[src/rtl/udp_axil_master.sv]
// UDP command packet to AXI-Lite initiator: one read/write per packet, one reply packet per command.
// Optional build macro AXIL_TIMEOUT_EN bounds the B/R wait to TIMEOUT_CYC cycles.
//
// state | meaning
// IDLE  | waiting for command header W0
// ADDR  | waiting for address word W1
// WDATA | waiting for write data word W2
// DRAIN | discarding words up to tlast (extra words or malformed packet)
// WR    | AW and W channels presented, each retired on its own ready
// WRESP | waiting for B response
// RD    | AR channel presented
// RRESP | waiting for R response
// TX0   | sending reply header
// TX1   | sending reply address (last word for writes)
// TX2   | sending read data (last word for reads)
module udp_axil_master #(
    parameter int          TIMEOUT_CYC = 1024,
    parameter logic [15:0] RESP_PORT   = 16'd0
) (
    input  logic        sclk,
    input  logic        reset,
    input  logic        rx_tvalid_i,
    input  logic [31:0] rx_tdata_i,
    input  logic [31:0] rx_tuser_i,
    input  logic [3:0]  rx_tkeep_i,
    input  logic        rx_tlast_i,
    output logic        rx_tready_o,
    output logic        tx_tvalid_o,
    output logic [31:0] tx_tdata_o,
    output logic [63:0] tx_tuser_o,
    output logic [3:0]  tx_tkeep_o,
    output logic        tx_tlast_o,
    input  logic        tx_tready_i,
    output logic [31:0] m_awaddr_o,
    output logic        m_awvalid_o,
    input  logic        m_awready_i,
    output logic [31:0] m_wdata_o,
    output logic [3:0]  m_wstrb_o,
    output logic        m_wvalid_o,
    input  logic        m_wready_i,
    input  logic [1:0]  m_bresp_i,
    input  logic        m_bvalid_i,
    output logic        m_bready_o,
    output logic [31:0] m_araddr_o,
    output logic        m_arvalid_o,
    input  logic        m_arready_i,
    input  logic [31:0] m_rdata_i,
    input  logic [1:0]  m_rresp_i,
    input  logic        m_rvalid_i,
    output logic        m_rready_o,
    output logic [15:0] err_cnt_o
);

    localparam logic [3:0] OP_WR = 4'h1;
    localparam logic [3:0] OP_RD = 4'h2;

    typedef enum logic [3:0] {
        IDLE, ADDR, WDATA, DRAIN, WR, WRESP, RD, RRESP, TX0, TX1, TX2
    } state_t;

    state_t      state, state_nxt;
    logic        rx_fire, tx_fire, hdr_bad, err_inc, tmo_hit;
    logic        drain_err_q, aw_done_q, w_done_q;
    logic [3:0]  op_q;
    logic [7:0]  tag_q;
    logic [31:0] user_q, addr_q, wdata_q, rdata_q;
    logic [3:0]  wstrb_q;
    logic [1:0]  resp_q;
    logic [15:0] err_cnt_q;
    logic        unused_ok;

    // Header reserved bits are not checked; only the opcode decides validity.
    assign unused_ok = ^{rx_tdata_i[27:8], (TIMEOUT_CYC != 0)};

    assign hdr_bad = (rx_tdata_i[31:28] != OP_WR) && (rx_tdata_i[31:28] != OP_RD);

    // Ready gated by reset so nothing is accepted while reset is held.
    assign rx_tready_o = reset && ((state == IDLE) || (state == ADDR) ||
                                   (state == WDATA) || (state == DRAIN));
    assign rx_fire     = rx_tvalid_i && rx_tready_o;
    assign tx_fire     = tx_tvalid_o && tx_tready_i;

    assign m_awvalid_o = (state == WR) && !aw_done_q;
    assign m_wvalid_o  = (state == WR) && !w_done_q;
    assign m_arvalid_o = (state == RD);
    assign m_awaddr_o  = {addr_q[31:2], 2'b00};
    assign m_araddr_o  = {addr_q[31:2], 2'b00};
    assign m_wdata_o   = wdata_q;
    assign m_wstrb_o   = wstrb_q;
    assign err_cnt_o   = err_cnt_q;

`ifdef AXIL_TIMEOUT_EN
    localparam int TMO_W = (TIMEOUT_CYC > 1) ? $clog2(TIMEOUT_CYC) : 1;
    logic [TMO_W-1:0] tmo_cnt_q;

    // Down-counter reloads outside the wait states; zero while still waiting means expiry.
    always_ff @(posedge sclk or negedge reset) begin
        if (!reset) begin
            tmo_cnt_q <= '0;
        end else if ((state == WRESP) || (state == RRESP)) begin
            tmo_cnt_q <= tmo_cnt_q - 1'b1;
        end else begin
            tmo_cnt_q <= TMO_W'(TIMEOUT_CYC - 1);
        end
    end

    assign tmo_hit = (tmo_cnt_q == '0);
    // Late responses after a timeout are soaked up while idle.
    assign m_bready_o = (state == WRESP) || (reset && (state == IDLE));
    assign m_rready_o = (state == RRESP) || (reset && (state == IDLE));
`else
    assign tmo_hit    = 1'b0;
    assign m_bready_o = (state == WRESP);
    assign m_rready_o = (state == RRESP);
`endif

    always_ff @(posedge sclk or negedge reset) begin
        if (!reset) begin
            state <= IDLE;
        end else begin
            state <= state_nxt;
        end
    end

    always_comb begin
        state_nxt = state;
        err_inc   = 1'b0;
        case (state)
            IDLE: begin
                if (rx_fire) begin
                    if (rx_tlast_i || hdr_bad) begin
                        err_inc   = 1'b1;
                        state_nxt = rx_tlast_i ? IDLE : DRAIN;
                    end else begin
                        state_nxt = ADDR;
                    end
                end
            end
            ADDR: begin
                if (rx_fire) begin
                    if (op_q == OP_WR) begin
                        if (rx_tlast_i) begin
                            err_inc   = 1'b1;
                            state_nxt = IDLE;
                        end else begin
                            state_nxt = WDATA;
                        end
                    end else begin
                        state_nxt = rx_tlast_i ? RD : DRAIN;
                    end
                end
            end
            WDATA: begin
                if (rx_fire) begin
                    state_nxt = rx_tlast_i ? WR : DRAIN;
                end
            end
            DRAIN: begin
                if (rx_fire && rx_tlast_i) begin
                    if (drain_err_q) begin
                        state_nxt = IDLE;
                    end else begin
                        state_nxt = (op_q == OP_RD) ? RD : WR;
                    end
                end
            end
            WR: begin
                if ((aw_done_q || m_awready_i) && (w_done_q || m_wready_i)) begin
                    state_nxt = WRESP;
                end
            end
            WRESP: begin
                if (m_bvalid_i || tmo_hit) begin
                    state_nxt = TX0;
                end
            end
            RD: begin
                if (m_arready_i) begin
                    state_nxt = RRESP;
                end
            end
            RRESP: begin
                if (m_rvalid_i || tmo_hit) begin
                    state_nxt = TX0;
                end
            end
            TX0: begin
                if (tx_fire) begin
                    state_nxt = TX1;
                end
            end
            TX1: begin
                if (tx_fire) begin
                    state_nxt = (op_q == OP_RD) ? TX2 : IDLE;
                end
            end
            TX2: begin
                if (tx_fire) begin
                    state_nxt = IDLE;
                end
            end
            default: state_nxt = IDLE;
        endcase
    end

    always_ff @(posedge sclk or negedge reset) begin
        if (!reset) begin
            op_q        <= '0;
            tag_q       <= '0;
            user_q      <= '0;
            addr_q      <= '0;
            wdata_q     <= '0;
            wstrb_q     <= '0;
            rdata_q     <= '0;
            resp_q      <= '0;
            err_cnt_q   <= '0;
            drain_err_q <= 1'b0;
            aw_done_q   <= 1'b0;
            w_done_q    <= 1'b0;
        end else begin
            if (err_inc && (err_cnt_q != 16'hFFFF)) begin
                err_cnt_q <= err_cnt_q + 16'd1;
            end
            if (state != WR) begin
                aw_done_q <= 1'b0;
                w_done_q  <= 1'b0;
            end
            case (state)
                IDLE: begin
                    if (rx_fire) begin
                        op_q        <= rx_tdata_i[31:28];
                        tag_q       <= rx_tdata_i[7:0];
                        user_q      <= rx_tuser_i;
                        drain_err_q <= err_inc;
                    end
                end
                ADDR: begin
                    if (rx_fire) begin
                        addr_q <= rx_tdata_i;
                    end
                end
                WDATA: begin
                    if (rx_fire) begin
                        wdata_q <= rx_tdata_i;
                        wstrb_q <= rx_tkeep_i;
                    end
                end
                WR: begin
                    if (m_awvalid_o && m_awready_i) begin
                        aw_done_q <= 1'b1;
                    end
                    if (m_wvalid_o && m_wready_i) begin
                        w_done_q <= 1'b1;
                    end
                end
                WRESP: begin
                    if (m_bvalid_i) begin
                        resp_q <= m_bresp_i;
                    end else if (tmo_hit) begin
                        resp_q  <= 2'b11;
                        rdata_q <= 32'hDEAD_BEEF;
                    end
                end
                RRESP: begin
                    if (m_rvalid_i) begin
                        resp_q  <= m_rresp_i;
                        rdata_q <= m_rdata_i;
                    end else if (tmo_hit) begin
                        resp_q  <= 2'b11;
                        rdata_q <= 32'hDEAD_BEEF;
                    end
                end
                default: begin
                end
            endcase
        end
    end

    always_comb begin
        tx_tvalid_o = 1'b0;
        tx_tdata_o  = '0;
        tx_tlast_o  = 1'b0;
        case (state)
            TX0: begin
                tx_tvalid_o = 1'b1;
                tx_tdata_o  = {op_q | 4'h8, 2'b00, resp_q, 16'h0000, tag_q};
            end
            TX1: begin
                tx_tvalid_o = 1'b1;
                tx_tdata_o  = addr_q;
                tx_tlast_o  = (op_q != OP_RD);
            end
            TX2: begin
                tx_tvalid_o = 1'b1;
                tx_tdata_o  = rdata_q;
                tx_tlast_o  = 1'b1;
            end
            default: begin
            end
        endcase
    end

    assign tx_tkeep_o = tx_tvalid_o ? 4'hF : 4'h0;
    assign tx_tuser_o = {user_q, 16'h0000, RESP_PORT};

endmodule

[config.mk]
export PLATFORM = sky130hd
export DESIGN_NAME = udp_axil_master
export DESIGN_NICKNAME = d
export VERILOG_FILES = /design/src/rtl/udp_axil_master.sv
export SDC_FILE = /design/constraint.sdc
export NUM_CORES = 1
export LEC_CHECK = 0
export CAP_MARGIN = 20
export CORE_ASPECT_RATIO = 1.5
export CORE_UTILIZATION = 28
export DETAILED_ROUTE_END_ITERATION = 8
export GPL_TIMING_DRIVEN = 0
export HOLD_SLACK_MARGIN = 0.12
export PLACE_DENSITY = 0.54
export SETUP_SLACK_MARGIN = 0.1
export SYNTH_ARGS = -nofsm -noshare
export SYNTH_HDL_FRONTEND = slang
export SYNTH_SLANG_ARGS = --single-unit
[constraint.sdc]
create_clock -name sclk -period 2.1 [get_ports sclk]
set_clock_uncertainty 0.05 [all_clocks]
set_input_delay 0.42 -clock sclk [delete_from_list [all_inputs] [get_ports sclk]]
set_output_delay 0.42 -clock sclk [all_outputs]
set_load 0.01 [all_outputs]
; Yosys cells after proc, flatten, opt, wreduce, memory -nomap -nowiden
; Cells that the tools add are included.
[totals]
in_bits = 114
reg_bits = 169
wordCells = 110
out_inout_bits = 224
[classes]
mux = 40
addsub = 1
eq_ne = 28
n_reduce_logical = 28
[ops]
columns = operator, n
row1 = case mux 32 bit (3 select lines), 1
row2 = two-way mux 4 bit, 14
row3 = case mux 4 bit (11 select lines), 1
row4 = adder 16 x 1 -> 16 bit (second input constant), 1
row5 = == test 4 x 3 -> 1 bit (second input constant), 4
row6 = inequality test 16 bit (second input constant), 1
row7 = inequality test 2 bit (second input constant), 8
row8 = == test 4 x 2 -> 1 bit (second input constant), 3
row9 = == test 4 bit (second input constant), 3
row10 = two-way mux 1 bit, 12
row11 = two-way mux 2 bit, 6
row12 = logical AND 1 bit, 11
row13 = AND reduction 11 bit, 1
row14 = two-way mux 3 bit, 3
row15 = == test 4 x 1 -> 1 bit (second input constant), 2
row16 = inequality test 4 x 2 -> 1 bit (second input constant), 2
row17 = AND reduction 2 bit, 4
row18 = logical OR 1 bit, 6
row19 = inequality test 2 x 1 -> 1 bit (second input constant), 3
row20 = zero test 4 bit, 1
row21 = inequality test 4 x 1 -> 1 bit (second input constant), 1
row22 = inequality test 4 x 3 -> 1 bit (second input constant), 1
row23 = case mux 1 bit (2 select lines), 2
row24 = case mux 2 bit (2 select lines), 1
row25 = other kinds (4), 5

; Logic depth before layout (Yosys ltp)
; Gate-level depths: netlist (run 1).
[depth]
word_depth = 9
ltp_mapped = 8
depth_no_buf = 5

; Worst setup path after synthesis (run 1)
; No wires, ideal clock.
[synth_path]
path_type = reg2out
startpoint = reg state[2]
endpoint = out tx_tdata_o[0]
n_path_buf = 2
path_slack_ps = 36
required_time_ps = 1630
stages_incl_launch_ff = 7
t_arrival_ps = 1594
path_cell_list = dfrtp_1 clkbuf_1 nand2b_1 nor3_1 clkbuf_1 a22oi_1 nand2_1
[synth_between]
elab_chain_cells = 2
elab_cells_between_ends = 4
cone_classes = eq/ne (3) / mux (1)
[synth_rtl]
columns = item, line
row1 = from (decl), 61  ; state_t state, state_nxt;
row2 = from (signal assigned), 121  ; state <= state_nxt;
row3 = == test 4 bit, 283  ; case (state)
row4 = case mux 32 bit (3 select lines) *, 283
row5 = to (decl), 29  ; output logic [31:0] tx_tdata_o,
; Mark *: on every way between the ends. The rest lies on a longest branch, timed or not.

; Final worst setup path (run 1)
[layout_path]
startpoint = reg state[2]
endpoint = out tx_tdata_o[29]
; The elaborated chain is that of the path after synthesis.

==> flow_summary.toml, run 1 <==
[floorplanning]
core_area_um2 = 28900
rows = 76
die_height_um = 213
die_w_um = 142
io_pins = 338
die_area_um2 = 30300
initial_core_util = 0.287

[final_layout]
nets = 1207
drive_gt1_frac = 0.451
multiInputGateArea_um2 = 3530
syn_to_final_growth_pct = 72.0
final_area_um2 = 14300
fin_util = 0.493
seqCellArea_um2 = 4240
fillers = 2665

[setup_path]
reg2reg_to = "m_wdata_o[15]"
cpMaxStageDelayCell = "dfrtp_1"
r2r_start = "state[3]"
crit_required_ps = 1630
cp_data_arrival_time_ps = 1990
r2r_slack_ps = -10
critPathBufInv = 4
critPathLaunch = "state[2]"
setup.worst_path.end_class = "output port"
cp-start-kind = "register"
crit_chain = "clkbuf_8 > nand2b_4 > nor3_4 > clkbuf_8 > buf_6 > a22oi_1 > nand2_1 > buf_6"
crit_family = "buffers and inverters"
crit_fanout = 5
critical_path.max_stage_delay_ps = 420
r2r_cells = 8
path_class = "register to output port"

[placement]
dp_hpwl_um = 18700
port_buffers = 301
place_area_um2 = 12000
routabilityCongestion = 0.790

[detailed_routing]
firstDrtPassIters = 5
wl_um = 27200
first_iter_violations = 265
viasPerCell = 4.31
routedWlPerCell_um = 18.1
vias = 6446
ant_nets = 0
drc = 0

[clocking]
clockBufferDepth = 2
cts_buffers = 17
cts_sinks = 169
htreeDepth = 4
cts_tree = "done"
cts_root_buffer = "clkbuf_16"
cts.clk_slew.worst_paths_ps = 60
clk_latency_ps = 440

[logic_synthesis]
syn_inst = 639
synth-edff-count = 0
ys_ff_latch = 169
ys_types = 48
ys_async_sr_fraction = 1.00
synth_most_common_cell = "dfrtp_1"
netlist_area_um2 = 8290
yosysSeqAreaShare = 0.510
avgSynthCellArea_um2 = 13.0
synth_commonest_cells = "dfrtp_1 (169), buf_4 (101), mux2_2 (87)"
synth_ff_type = "dfrtp_1"
yosysWarnings = 0
synth_top_area_frac = 0.510
yosysTopAreaCell = "dfrtp_1"
synth_area_leaders = "dfrtp_1 (51%), mux2_2 (12%), mux2_4 (11%)"

[global_routing]
grt_overflow = 0
grtUsageTotal = 0.181
grt_pass1_vias = 6572
grt_pass1_wl_um = 39900
antenna_found_initial = 2
grt_max_degree = 49

[sta]
max_freq_ghz = 0.407
setup_tns_ps = -10530
fin_crit_sh = 1.17
setup_viol = 51
setup_ws_ps = -356
rsz0062_at_grt = "true"
hold_viol = 0
period_needed_ps = 2460
whs_ps = 142
slew_viol_final = 0

[status]
status = "finished with violations"
violations = "negative setup slack"

[power]
vdd_drop_max_mv = 0.600
power_density_nw_per_um2 = 1280
leakagePower_nw = 6.98
finalPower_mw = 18.2

[worst_hold_path]
hp-class = "primary input to async pin"

[run]
cap_violations = 0
per-layer routing:
layer,vias to the layer above,global-route usage,share of wire
li1,3014,-,-
met1,3168,0.191,0.36
met2,228,0.347,0.56
met3,36,0.0388,0.046
met4,0,0.0660,0.027
met5,-,0,0
worst max-delay path by stage:
stage                                end  slack [ps]  cells past startpoint
after floorplan           tx_tdata_o[10]         100                      5
after global placement          tag_q[5]       -9360                      4
after detailed placement   err_cnt_o[13]       -1130                      8
after CTS                 tx_tdata_o[25]        -400                      7
after global routing      tx_tdata_o[29]        -450                      8
final                     tx_tdata_o[29]        -360                      8
report_power, final:
part | internal (mW) | total [mW] | switching, mW
sequential | 4.69 | 5.69 | 1.00
clock | 1.81 | 3.15 | 1.34
combinational | 6.09 | 9.34 | 3.25
per-stage QoR:
step           cells  setup slack [ps]
2_1_floorplan    674               102
3_3_place_gp    1365             -9360
3_5_place_dp    1366             -1130
4_1_cts         1466              -401
5_1_grt         1497              -451
6_report        1497              -356
worst register-to-register path, stage by stage (launching register included):
cell and delay, ps:
dfrtp_1 370, buf_6 130, buf_6 110, or2_1 210
buf_6 120, or3_4 370, buf_12 170, buf_12 160
mux2_4 300
cell families after synthesis:
family,share of synthesized area
buf+inv,0.118
other cells,0.000452
xor+xnor,0.0169
fa+ha+maj,0.00151
compound gates,0.0548
mux,0.231
simple gates,0.0675
flops,0.510
cell type report:
type | count | area share
Clock inverter | 7 | 0.00650
Inverter | 1 | 0.000263
Buffer | 130 | 0.0837
Sequential cell | 169 | 0.297
Multi-Input combinational cell | 374 | 0.247
Clock buffer | 25 | 0.0334
Tap cell | 390 | 0.0342
Timing Repair Buffer | 399 | 0.297
Antenna cell | 2 | 0.000351
placed cells by master (no fill, tap or decap), drive strengths merged, types with 3 or more instances in the layout:
cell / instances
a311oi: 4
nand4: 5
a22oi: 13
clkinvlp: 3
nand3: 6
dlygate4sd3: 3
xor2: 4
nor2b: 3
and3: 6
or3: 3
buf: 258
a22o: 18
dlymetal6s2s: 28
clkbuf: 34
clkdlybuf4s50: 227
nand2b: 6
nand2: 40
nor3: 7
xnor2: 12
nor2: 22
o31ai: 3
a21o: 3
conb: 36
a21oi: 8
mux2: 147
mux2i: 3
dfrtp: 169
flip-flops by register name, indices dropped and copies added, names as in the netlist:
signal       count
addr_q          32
aw_done_q        1
drain_err_q      1
err_cnt_o       16
m_wdata_o       32
m_wstrb_o        4
op_q             4
rdata_q         32
resp_q           2
state            4
tag_q            8
user_q          32
w_done_q         1
repair_timing:
| action | in CTS | in global routing |
|---|---|---|
| setup buffers | 49 | 29 |
| hold buffers | 8 | 0 |
| setup endpoints to repair | 230 | 197 |
| endpoints found under the hold margin | 121 | 0 |
| resized for setup | 322 | 76 |
| gates cloned | 11 | 1 |
| pin swaps | 22 | 23 |
(Power assumes the default switching activity.)
==> run 2, diff against run 1 <==
==> constraint.sdc (replaced) <==
create_clock -name sclk -period 2.1 [get_ports sclk]
set_clock_uncertainty 0.05 [all_clocks]
set_input_delay 0.63 -clock sclk [delete_from_list [all_inputs] [get_ports sclk]]
set_output_delay 0.63 -clock sclk [all_outputs]
set_load 0.01 [all_outputs]
==> run 2 against run 1 <==
Net effect:
- the flow still finishes with violations (negative setup slack)
- sequential power shrank 1%
- non-clock buffer count is 13 higher
- die area is the same
- first-iteration DRC count is 15% lower
- design area rose by 0.25%
- hold slack better by 56 ps
- via count rose by 0.57%
- routed wire length up 5.0%
- utilization rose by 0.13 points
- combinational power down 3.6%
- critical path type unchanged
- highest routed layer unchanged
==> flow_summary.toml, run 2 (same netlist as run 1, synthesis figures left out) <==
[sta]
hold_viol = 0
slew_viol_final = 0
setup_ws_ps = -482
setup_tns_ps = -17700
max_freq_ghz = 0.387
setup_viol = 103
rsz0062_at_grt = "true"
fin_crit_sh = 1.23
whs_ps = 198
period_needed_ps = 2580
slew_headroom = 0.660
tightest_slew_ps = 506

[setup_path]
path_class = "register to output port"
setup.worst_path.end_class = "output port"
critical_path.max_stage_delay_ps = 390
crit_chain = "clkbuf_8 > nand2b_4 > nor2_4 > buf_12 > buf_8 > buf_12 > a22o_1 > buf_2"
cp-start-kind = "register"
cp_data_arrival_time_ps = 1900
r2r_start = "state[3]"
cpMaxStageDelayCell = "dfrtp_1"
r2r_cells = 8
crit_fanout = 8
r2r_slack_ps = -50
reg2reg_to = "m_wstrb_o[2]"
crit_required_ps = 1420
cp_common_cell = "buf_12"

[floorplanning]
die_height_um = 213
core_area_um2 = 28900
die_area_um2 = 30300
rows = 76
initial_core_util = 0.287
io_pins = 338
die_w_um = 142

[placement]
port_buffers = 301
dp_hpwl_um = 18700
routabilityCongestion = 0.805

[global_routing]
grt_max_degree = 55
antenna_found_initial = 1
grtUsageTotal = 0.191
grt_pass1_vias = 6835
grt_pass1_wl_um = 41800
grt_overflow = 0

[final_layout]
nets = 1220
drive_gt1_frac = 0.487
syn_to_final_growth_pct = 72.4
seqCellArea_um2 = 4240
most-common-layout-cells = "buf_4 (168), dfrtp_1 (161), dlygate4sd2_1 (122)"
multiInputGateArea_um2 = 3590
fillers = 2691
final_common_cell = "buf_4"

[status]
status = "finished with violations"
violations = "negative setup slack"

[clocking]
clk_latency_ps = 440
cts_buffers = 17
cts_tree = "done"
htreeDepth = 4
cts.clk_slew.worst_paths_ps = 70
cts_root_buffer = "clkbuf_16"
clockBufferDepth = 2
cts_sinks = 169

[run]
cap_violations = 0

[detailed_routing]
routedWlPerCell_um = 18.9
firstDrtPassIters = 4
vias = 6483
wl_um = 28500
drc = 0
ant_nets = 0
viasPerCell = 4.30
first_iter_violations = 225

[power]
power_density_nw_per_um2 = 1270
p_int_mw = 12.4
switching_share = 0.317
p_seq_frac = 0.311
vdd_drop_max_mv = 0.581
combPwrFrac = 0.497
leakagePower_nw = 7.14
clockPowerShare = 0.193
p_switching_mw = 5.75

[worst_hold_path]
hp-class = "primary input to async pin"
==> run 2: cell types whose count changed in the layout (fill, tap and decap cells not counted), sizes merged, moves of 2 or more <==
cell / delta
buf: +28
bufinv: +2
clkbuf: -4
clkdlybuf4s15: +9
clkdlybuf4s50: -116
clkinv: +3
clkinvlp: -2
dlygate4sd2: +121
dlygate4sd3: -3
dlymetal6s2s: -27
==> run 2: repair_timing <==
| action | 4_1_cts | 5_1_grt |
|---|---|---|
| endpoints found under the hold margin | 64 | 0 |
| cloned | 14 | 1 |
| setup buffers | 82 | 11 |
| pin swaps | 35 | 32 |
| resized for setup | 501 | 65 |
| setup endpoints to repair | 351 | 153 |
| hold buffers | 4 | 0 |
==> run 2: how the worst max path moves through the flow <==
stage,startpoint,end,slack (ps)
2_1_floorplan,state[2],tx_tdata_o[28],110
3_3_place_gp,reset,tag_q[2],-9650
3_5_place_dp,reset,err_cnt_o[13],-1330
4_1_cts,state[2],tx_tdata_o[4],-560
5_1_grt,state[2],tx_tdata_o[8],-560
6_report,state[2],tx_tdata_o[10],-480
==> run 2: power groups by stage <==
stage               clock network [mW]  registers, mW  logic, mW
global route                      3.72           5.83       9.61
finish                            3.49           5.63       9.00
floorplan                            0           5.80       3.98
global placement                     0           5.71       7.90
detailed placement                   0           5.74       7.97
CTS                               3.62           5.60       8.72
==> run 2: critical path: cells and delay by family, from the launching register on <==
family,cells,cell delay [ps]
buf+inv,5,650
compound gates,1,110
simple gates,2,320
flops,1,390
==> run 2: final cells by class <==
cell class | count | area share
flip-flops and latches | 169 | 0.297
well taps | 390 | 0.0342
clock buffers | 21 | 0.0336
diodes | 1 | 0.000175
clock inverters | 11 | 0.0116
multi-input cells | 374 | 0.251
plain buffers | 128 | 0.0843
repair buffers | 414 | 0.288
inverters | 1 | 0.000263
==> run 2: metal layers <==
layer / track usage / part of all wire / vias up / wire length [µm]
li1: - / - / 3052 / -
met1: 0.199 / 0.37 / 3178 / 10500
met2: 0.365 / 0.56 / 226 / 15900
met3: 0.0442 / 0.056 / 27 / 1600
met4: 0.0738 / 0.021 / 0 / 593
met5: 0 / 0 / - / 0
==> run 2: metrics by stage <==
| step | std cells | cell area, µm² | power [mW] | setup WS (ps) | util |
|---|---|---|---|---|---|
| 3_3_place_gp | 1365 | 12000 | 13.6 | -9650 | 0.414 |
| 3_5_place_dp | 1366 | 12000 | 13.7 | -1330 | 0.415 |
| 5_1_grt | 1509 | 14300 | 19.2 | -562 | 0.494 |
| 6_report | 1509 | 14300 | 18.1 | -482 | 0.494 |
| 2_1_floorplan | 674 | 8480 | 9.77 | 111 | - |
| 4_1_cts | 1497 | 13900 | 17.9 | -556 | 0.482 |
==> edit 1, RTL diff (config.mk and constraints of run 2) <==
Re-encode `state_t` (11 states) as one-hot, 11 bits wide.
--- a/src/rtl/udp_axil_master.sv
+++ b/src/rtl/udp_axil_master.sv
@@ -54,8 +54,8 @@
     localparam logic [3:0] OP_WR = 4'h1;
     localparam logic [3:0] OP_RD = 4'h2;
 
-    typedef enum logic [3:0] {
-        IDLE, ADDR, WDATA, DRAIN, WR, WRESP, RD, RRESP, TX0, TX1, TX2
+    typedef enum logic [10:0] {
+        IDLE = 11'b00000000001, ADDR = 11'b00000000010, WDATA = 11'b00000000100, DRAIN = 11'b00000001000, WR = 11'b00000010000, WRESP = 11'b00000100000, RD = 11'b00001000000, RRESP = 11'b00010000000, TX0 = 11'b00100000000, TX1 = 11'b01000000000, TX2 = 11'b10000000000
     } state_t;
 
     state_t      state, state_nxt;
Function: same outputs for any inputs over 4 cycles, from zero or initial values and one cycle with reset low; so few cycles prove little.
==> edit 1 against run 2 <==
The flow still finishes with violations (negative setup slack). Sequential share of layout area down 0.68 points. Worst hold slack worse by 0.18 ns. Sequential cell count up 7. Critical path type unchanged. Wire length up 4.1%. Synthesized area up 2.9%. Non-clock buffer count up 4. Cell area up 6.8%. Global-route usage down 0.40 points. Total power down 25%. Via count up 6.1%. Worst setup slack worse by 0.55 ns.
==> edit 1: results <==
[worst_setup_path]
r2r_start = state[1]
ff2ff_setup_slack_ns = -0.71
reg2reg_to = state[0]
worst-path-max-fanout = 5
cp-endpoint = tx_tdata_o[1]
cp_data_arrival_time_ns = 2.45
reg2reg_depth = 12

[power]
p_leak_nw = 9.29
combPwrFrac_pct = 42.5
ir_drop_mv = 0.630
internal-power_mw = 9.63
p_seq_mw = 4.66
pg_comb_mw = 5.79

[global_routing]
grt_use_total_pct = 18.7
grt_antenna_before_repair = 0
grt_pass1_wl_microns = 42600
grt_pass1_vias = 6982
grt_max_degree = 52

[finish]
clock_cell_area_share_pct = 3.72
diodes = 0
multiInputGateArea_sq_um = 3810
stdcell_count = 1548
fin_nets = 1255
num-nonclk-buffers = 546
nNonClkInverters = 21
buf_share_pct = 38.5
drive_gt1_share_pct = 46.1
stdcell_area_sq_um = 15300
clkbuf_count = 23
multi_input_gates = 378

[placed_design]
placed_area_sq_um = 12300
dpl.hpwl_microns = 19500
place_ws_ns = -1.58
portBuffers = 300
numPlacedInstances = 1403
gp_congestion = 0.783

[synth]
synth_area_leaders = dfrtp_1 51%, mux2_2 18%, buf_4 9.5%
syn_inst = 672
synthTopCellsByCount = 175 x dfrtp_1, 133 x mux2_2, 108 x buf_4, 21 x inv_1, 21 x nor2_1

[detailed_routing]
drtIter0Drc = 217
vias = 6880
firstDrtPassIters = 6

[status]
outcome = finished, violations left
violations = negative setup slack

[sta]
setup_ws_ns = -1.03
slew_headroom_pct = 44.9
finalSetupViolCount = 216
setup_tns_ns = -131.56

[clock_network]
post-cts-setup-buffer-count = 43
cts.sinks = 176

[floorplanning]
core_area_sq_um = 29700
## edit 1: cell count changes after synthesis, sizes merged, moves of 6 or more
cell | run 2 | this run
a222oi | 0 | 13
o21ai | 2 | 9
dfrtp | 169 | 175
a21oi | 8 | 1
inv | 1 | 21
nor4 | 1 | 7
a22oi | 13 | 2
nand2 | 40 | 16
## edit 1: metal layers
layer  vias up  GRT usage [%]  part of all wire [%]
met3        27           4.08                   4.9
met1      3449           20.7                    38
met4         0           6.39                   1.8
li1       3193              -                     -
met2       211           34.6                    55
met5         -              0                     0
## edit 1: cells by family after synthesis
family          count (synthesis)  synth area share (%)
simple gates                  103                  7.59
xor+xnor                       19                  1.95
compound gates                 64                  6.36
fa+ha+maj                       1                 0.147
flops                         176                  51.7
buf+inv                       154                  11.9
other cells                     1                0.0440
mux                           154                  20.3
## edit 1: critical path: cells and delay by family (launching register included)
kind,cells,cell delay [ns]
AOI/OAI and AO/OA,1,0.08
buffers and inverters,7,0.98
DFF,1,0.39
and+or+nand+nor,3,0.57
==> edit 2, RTL diff (flow settings as in run 2) <==
Made on the original files. The option `AXIL_TIMEOUT_EN` is turned on by a define.
--- a/src/rtl/udp_axil_master.sv
+++ b/src/rtl/udp_axil_master.sv
@@ -13,6 +13,8 @@
 // TX0   | sending reply header
 // TX1   | sending reply address (last word for writes)
 // TX2   | sending read data (last word for reads)
+`define AXIL_TIMEOUT_EN
+
 module udp_axil_master #(
     parameter int          TIMEOUT_CYC = 1024,
     parameter logic [15:0] RESP_PORT   = 16'd0
Check against the original RTL: not equivalent (a bounded check fails within 4 cycles, from zero or initial values and one cycle with reset low).
==> edit 2 against run 2 <==
The flow still finishes with violations (negative setup slack). Worst setup slack improved by 0.0073 ns. Total power increased by 10%. Synthesized area is 4.2% higher. Sequential cell count up 10. Cell area rose by 3.9%. Via count increased by 15%. Count of clock-buffer cells in the layout shrank 4. Wire length increased by 9.0%. Critical path type unchanged. Largest cell class unchanged. Highest routed layer unchanged.
==> edit 2: results <==
[detailed_routing]
drtIter0Drc = 152
firstDrtPassIters = 5
vias = 7467
via_per_inst = 4.57
routed_wl_microns = 31100

[power]
p_leak_nw = 6.97
ir_drop_mv = 0.688

[worst_setup_path]
reg2reg_depth = 11
worst-path-max-fanout = 4
ff2ff_setup_slack_ns = -0.36

[sta]
finalSetupViolCount = 130
setup_tns_ns = -33.98
setup_ws_ns = -0.474

[synth]
synthMuxAreaShare_pct = 16.7
ys_types = 64
synthTopCellsByCount = 179 x dfrtp_1, 113 x mux2_2, 100 x buf_4, 48 x nor2_1, 26 x a22o_1
synth_compound_area_share_pct = 9.59
synth-adder-area-share_pct = 0.290
yosysSeqAreaShare_pct = 51.8
synth_xor_area_share_pct = 1.93
syn-mean-instance-area_sq_um = 12.0

[global_routing]
grt_pass1_vias = 7846
grt_max_degree = 56
grt_antenna_before_repair = 4

[status]
violations = negative setup slack
outcome = finished, violations left

[placed_design]
portBuffers = 300
numPlacedInstances = 1454
placed_area_sq_um = 12400

[finish]
drive_gt1_share_pct = 46.6

[clock_network]
clkLatencyLatePin_ns = 0.46
-- edit 2: cell count changes after synthesis, moves of 12 or more --
cell,change
o22a_1,+21
a21oi_1,+14
mux2_2,+26
clkbuf_1,+12
a22oi_1,-13
nand2_1,-19
nor2_1,+26
mux2_4,-60
mux2i_1,+12
-- edit 2: critical path, cell delays in order, from the launching register on --
cell and delay (ns):
dfrtp_2 0.45, buf_6 0.14, or4b_4 0.52, buf_6 0.15
nor2_4 0.07, buf_6 0.10
-- edit 2: per-stage QoR --
| step | hold WS [ns] | setup slack, ns |
|---|---|---|
| floorplan | 0.284 | -0.160 |
| detailed placement | 0.426 | -1.66 |
| finish | 0.190 | -0.474 |
| global route | 0.192 | -0.539 |
| global placement | 0.419 | -10.43 |
| CTS | 0.177 | -0.547 |
-- edit 2: area by class of cell --
type                       instances  area (sq um)  area share, %
timing repair buffer             447          4270           28.8
tap                              400           500           3.37
antenna                            4          10.0         0.0674
buffer                           131          1170           7.86
inverter                           9          41.3          0.278
multi-input combinational        432          3770           25.4
clock inverter                    15           166           1.12
sequential                       179          4490           30.3
clock buffer                      17           425           2.87
-- edit 2: cell families (layout without fill, tap and decap cells) --
kind of cell,Yosys count,in the layout
compound gates,106,106
xor+xnor,19,19
fa+ha+maj,2,2
buf+inv,142,619
flops,179,179
mux,130,130
other cells,1,40
simple gates,139,139
-- edit 2: worst paths after layout --
kind	end	start
max	m_wvalid_o	state[0]
min	addr_q[5]	reset
max reg2reg	rdata_q[12]	tmo_cnt_q[0]
min reg2reg	err_cnt_o[6]	err_cnt_o[6]
max in group asynchronous	addr_q[24]	reset
min in group sclk	err_cnt_o[6]	err_cnt_o[6]
-- edit 2: repair_timing --
item                                    CTS  global route
endpoints found under the setup margin  359           201
cloned                                   12             1
buffers inserted                        107            27
hold endpoints to repair                 75             0
pin swaps                                37            26
gates resized for setup                 535           106
hold buffers                              4             0
-- edit 2: where the power goes --
group | switching (mW) | internal [mW] | total, mW
Clock | 1.60 | 1.69 | 3.29
Combinational | 4.39 | 6.31 | 10.7
Sequential | 0.999 | 4.97 | 5.97
-- edit 2: per-layer routing --
layer	GRT usage (%)	wire length, microns	share of wire [%]	up-vias
li1	-	-	-	3446
met1	21.2	11700	38	3693
met2	36.7	16700	54	279
met3	4.65	1670	5.4	49
met4	9.72	998	3.2	0
met5	0	0	0	-
